`src/rtl/pong_frame_scheduler.sv`:
```
// ---------------------------------------------------------------------------
// pong_frame_scheduler: per-frame sequencer that stalls the CPU, loads game
// inputs into the regfile and latches ball x/y for the VGA side.  Rev 1.0
// ---------------------------------------------------------------------------
`default_nettype none

module pong_frame_scheduler #(
  parameter int NUM_IN      = 4,
  parameter int IN_BASE_REG = 20,
  parameter int BALLX_REG   = 28,
  parameter int BALLY_REG   = 29
) (
  input  logic                 clock,
  input  logic                 reset,
  input  logic                 screen_end,
  input  logic [NUM_IN*32-1:0] in_data,
  input  logic                 cpu_we,
  input  logic [4:0]           cpu_wreg,
  input  logic [31:0]          cpu_wdata,
  output logic                 rf_we,
  output logic [4:0]           rf_wreg,
  output logic [31:0]          rf_wdata,
  output logic [4:0]           rf_rreg,
  input  logic [31:0]          rf_rdata,
  output logic                 cpu_stall,
  output logic [31:0]          ball_x,
  output logic [31:0]          ball_y,
  output logic [15:0]          frame_count,
  output logic                 overrun,
  output logic                 conflict
);

  localparam int IDX_W = (NUM_IN > 1) ? $clog2(NUM_IN) : 1;

  typedef enum logic [2:0] {
    IDLE  = 3'd0,
    STALL = 3'd1,
    LOAD  = 3'd2,
    RDX   = 3'd3,
    RDY   = 3'd4
  } state_t;

  state_t           state;
  logic [IDX_W-1:0] idx;
  logic             prev_se;
  logic             pending;
  logic [31:0]      snap [NUM_IN];
  logic             se_edge;

  assign se_edge = screen_end & ~prev_se;

  always_ff @(posedge clock or negedge reset) begin
    if (!reset) begin
      state       <= IDLE;
      idx         <= '0;
      prev_se     <= 1'b0;
      pending     <= 1'b0;
      ball_x      <= '0;
      ball_y      <= '0;
      frame_count <= '0;
      overrun     <= 1'b0;
      conflict    <= 1'b0;
      for (int k = 0; k < NUM_IN; k++) snap[k] <= '0;
    end else begin
      prev_se <= screen_end;
      if (cpu_we && cpu_stall) conflict <= 1'b1;

      // Only one frame request can be queued; any further edge is lost.
      if (state != IDLE && se_edge) begin
        if (pending) overrun <= 1'b1;
        else         pending <= 1'b1;
      end

      case (state)
        IDLE: begin
          if (se_edge || pending) begin
            for (int k = 0; k < NUM_IN; k++) snap[k] <= in_data[k*32 +: 32];
            pending <= 1'b0;
            state   <= STALL;
          end
        end
        STALL: begin
          idx   <= '0;
          state <= LOAD;
        end
        LOAD: begin
          if (idx == IDX_W'(NUM_IN - 1)) state <= RDX;
          else                           idx   <= idx + 1'b1;
        end
        RDX: begin
          ball_x <= rf_rdata;
          state  <= RDY;
        end
        RDY: begin
          ball_y      <= rf_rdata;
          frame_count <= frame_count + 16'd1;
          state       <= IDLE;
        end
        default: state <= IDLE;
      endcase
    end
  end

  always_comb begin
    cpu_stall = (state != IDLE);
    rf_we     = 1'b0;
    rf_wreg   = '0;
    rf_wdata  = '0;
    rf_rreg   = '0;
    case (state)
      IDLE: begin
        // Gated by reset so every output reads zero while reset is held.
        rf_we    = cpu_we & reset;
        rf_wreg  = reset ? cpu_wreg  : '0;
        rf_wdata = reset ? cpu_wdata : '0;
      end
      LOAD: begin
        rf_we    = 1'b1;
        rf_wreg  = 5'(IN_BASE_REG) + 5'(idx);
        rf_wdata = snap[idx];
      end
      RDX:     rf_rreg = 5'(BALLX_REG);
      RDY:     rf_rreg = 5'(BALLY_REG);
      default: ;
    endcase
  end

endmodule

`default_nettype wire

```
`config.mk`:
```
export PLATFORM = sky130hd
export DESIGN_NAME = pong_frame_scheduler
export DESIGN_NICKNAME = d
export VERILOG_FILES = /design/src/rtl/pong_frame_scheduler.sv
export SDC_FILE = /design/constraint.sdc
export NUM_CORES = 1
export LEC_CHECK = 0
export BUFFER_PORTS_ARGS = -buffer_cell sky130_fd_sc_hd__buf_2
export CORE_MARGIN = 5
export CORE_UTILIZATION = 55
export DETAILED_ROUTE_END_ITERATION = 12
export PLACE_DENSITY_LB_ADDON = 0.25
export SYNTH_ARGS = -nofsm -noshare
export SYNTH_HDL_FRONTEND = slang
export SYNTH_SLANG_ARGS = --single-unit
```
`constraint.sdc`:
```
create_clock -name clock -period 3.1 [get_ports clock]
set_input_delay 0.31 -clock clock [delete_from_list [all_inputs] [get_ports clock]]
set_output_delay 0.31 -clock clock [all_outputs]
set_load 0.02 [all_outputs]
```
==> metrics <==
Slew HR=35.3%; Worst Setup End Kind=output pin; Worst Skew=between 0.01 and 0.015 ns; Startpoint Class=flip-flop; period utilisation layout=84.8%; Slew Viols, Final=0; Core Region=roughly 18000 sq um; CTS Buf Count=23; async set-or-reset flop fraction in the synthesized netlist=100%; reg-to-reg slack, setup=1.09 ns; final core occ=around 70%; placed wire-length estimate=approximately 17000 microns; CP delay by family, top=flip-flops; mapped cell area=9910 sq um; H-tree depth=1; Metal-1 WL=between 9000 and 10000 microns; Synth warnings=0; met3 wire len=1950 microns; Clock Sinks=between 200 and 250; Synth Area per Inst=between 15 and 20 sq um; Sequential Area=5430 sq um; Slew @ Worst Pin=0.970 ns; number of nets in the layout=1187; Pre-antenna DRT Iters=4; Post-Syn Nets=between 800 and 900; clk slew on worst S/H paths=0.06 ns; first-pass GRT wire length=37000 microns; Multi-input gate area=4150 sq um; initial antenna violation count=4; via count=roughly 6500; synth top area cells=dfrtp_1, mux2_4, mux4_2, mux2_2, nand2_1; met2 WL=between 10000 and 15000 microns; Synth cell types=36; DRT antenna net count=0; run status=finished, final reports clean; WP data required=2.79 ns; Setup WS pre-CTS=approximately 1 ns; unrepaired setup endpoints after global routing=no; Yosys top cell by area=dfrtp_1; Crit Path Class=reg -> out; initial core utilization=55.5%; dpl cells=1186; clk buf depth=3; Pleak=between 6 and 7 nW; crit-path cells=mux4_2 > a22o_1 > buf_2; #FFs+latches synth=~220; # setup viols final=0; fmax=about 380 MHz; setup repair bufs after CTS=0; max incr delay on CP=1.00 ns; Top Ports=~330; grt total ovfl=0; Area Overhead vs Synth=25.9%; Critical Path Fanout Max=36; Final Hold Fails=0; global placer's final weighted congestion=roughly 0.8; Crit path buffers/inverters=1; layout cells sized above 1=between 50 and 60%; Routed WL=between 20000 and 25000 microns; max layer used=met5; die height=about 140 microns; Site Rows=between 40 and 50; synth cell count leaders=dfrtp_1, mux2_4, nand2_1; CTS tree=built; Avg WL per Cell=a little under 20 microns; Post-synth EDFFs=0; Via-to-Cell Ratio=~5.3; die width=between 100 and 150 microns; vias in the first global route=roughly 7000; fill count=~1200; root buffer cell=clkbuf_16; Hold Crit Class=in -> reg; max-cap check violation count=0; worst-skew pair later-pin latency=about 0.5 ns; Primary FF master, synth=dfrtp_1; Mapped Cells=approximately 660; all-layer global routing usage=22.7%; pin count of the biggest net entering global routing=127; Power Density=about 1100 nW/um^2; Die Area=20800 sq um; final cell count without fillers=1227; Critical-path top delay cell=dfrtp_2; cell area after placement=11700 sq um; Buffers on Ports=around 330; Worst VDD drop=about 0.8 mV; PostCTS Resize Cnt=0; most frequent cell after synthesis=dfrtp_1; crit path DAT=2.32 ns; Final min period=roughly 2.6 ns; DRT iter0 DRCs=roughly 360; fin area=12500 sq um; hold buffer count at CTS=2; Seq/Total Area, Yosys=54.8%; DRC=0; worst setup margin=roughly 0.47 ns; post-synth top area share=a little over half; setup TNS=0 ns
[power by group]
part | leakage (nW) | total, mW | switching [mW] | internal [mW]
Clock | 0.349 | 2.65 | 1.07 | 1.58
Combinational | 3.56 | 6.62 | 3.04 | 3.58
Sequential | 2.61 | 5.07 | 0.873 | 4.20
[cell usage in the layout, fill, tap and decap left out, types with 2 or more instances in the layout]
cell type / instances
a21o_1: 4
a22o_1: 37
and3_1: 3
and4_1: 2
buf_12: 5
buf_2: 324
buf_4: 14
clkbuf_1: 7
clkbuf_16: 23
clkbuf_8: 7
dfrtp_1: 215
dfrtp_2: 2
diode_2: 2
dlygate4sd3_1: 2
ha_1: 2
inv_1: 6
mux2_2: 42
mux2_4: 120
mux4_2: 32
nand2_1: 99
nand3_1: 4
nand4_1: 3
nor2_1: 7
nor2b_1: 2
nor3_1: 4
xnor2_1: 12
xor2_1: 4
[stage by stage]
stage / hold WS [ns] / power [mW]
2_1_floorplan: 0.0144 / 9.99
3_3_place_gp: 0.239 / 11.6
3_5_place_dp: 0.240 / 11.7
4_1_cts: 0.00138 / 14.5
5_1_grt: 0.0204 / 15.1
6_report: 0.0222 / 14.3
[worst paths after layout]
check,start,endpoint,depth (start not counted)
worst max register to register,idx[1],idx[0],4
max in group asynchronous,reset,ball_x[11],3
worst max-delay path,idx[1],rf_wdata[20],3
min in group asynchronous,reset,snap[101],2
worst min-delay path,rf_rdata[22],ball_x[22],3
worst min register to register,conflict,conflict,1
[metal layers]
layer,up-vias,global-route usage [%]
li1,2986,-
met4,4,6.38
met5,-,0
met3,44,5.36
met2,239,37.9
met1,3222,30.0
[cell type report]
class,count,share of cell area (%)
inverter,6,0.181
sequential,217,43.6
timing repair buffer,346,14.9
multi-input combinational,390,33.3
antenna,2,0.0401
clock inverter,1,0.241
clock buffer,36,5.49
tap,229,2.30
[worst register-to-register path, stage by stage (launching register included)]
cell and delay [ns]:
dfrtp_2 1.00, ha_1 0.32, nor3_1 0.07, mux2_2 0.28
a22o_1 0.23
[cells by family after synthesis]
kind of cell / Yosys count / share of synthesized area [%]
compound gates: 44 / 3.83
xor+xnor: 16 / 1.41
fa+ha+maj: 2 / 0.253
buf+inv: 52 / 3.49
flops: 217 / 54.8
mux: 194 / 30.2
other cells: 1 / 0.0379
simple gates: 133 / 5.92
[flip-flops by register name, summed over array words and instances (netlist names)]
| name | flops |
|---|---|
| ball_x | 32 |
| ball_y | 32 |
| conflict | 1 |
| frame_count | 16 |
| idx | 2 |
| overrun | 1 |
| pending | 1 |
| prev_se | 1 |
| snap | 128 |
| state | 3 |
Note: power is estimated with default switching activity, not from simulation.
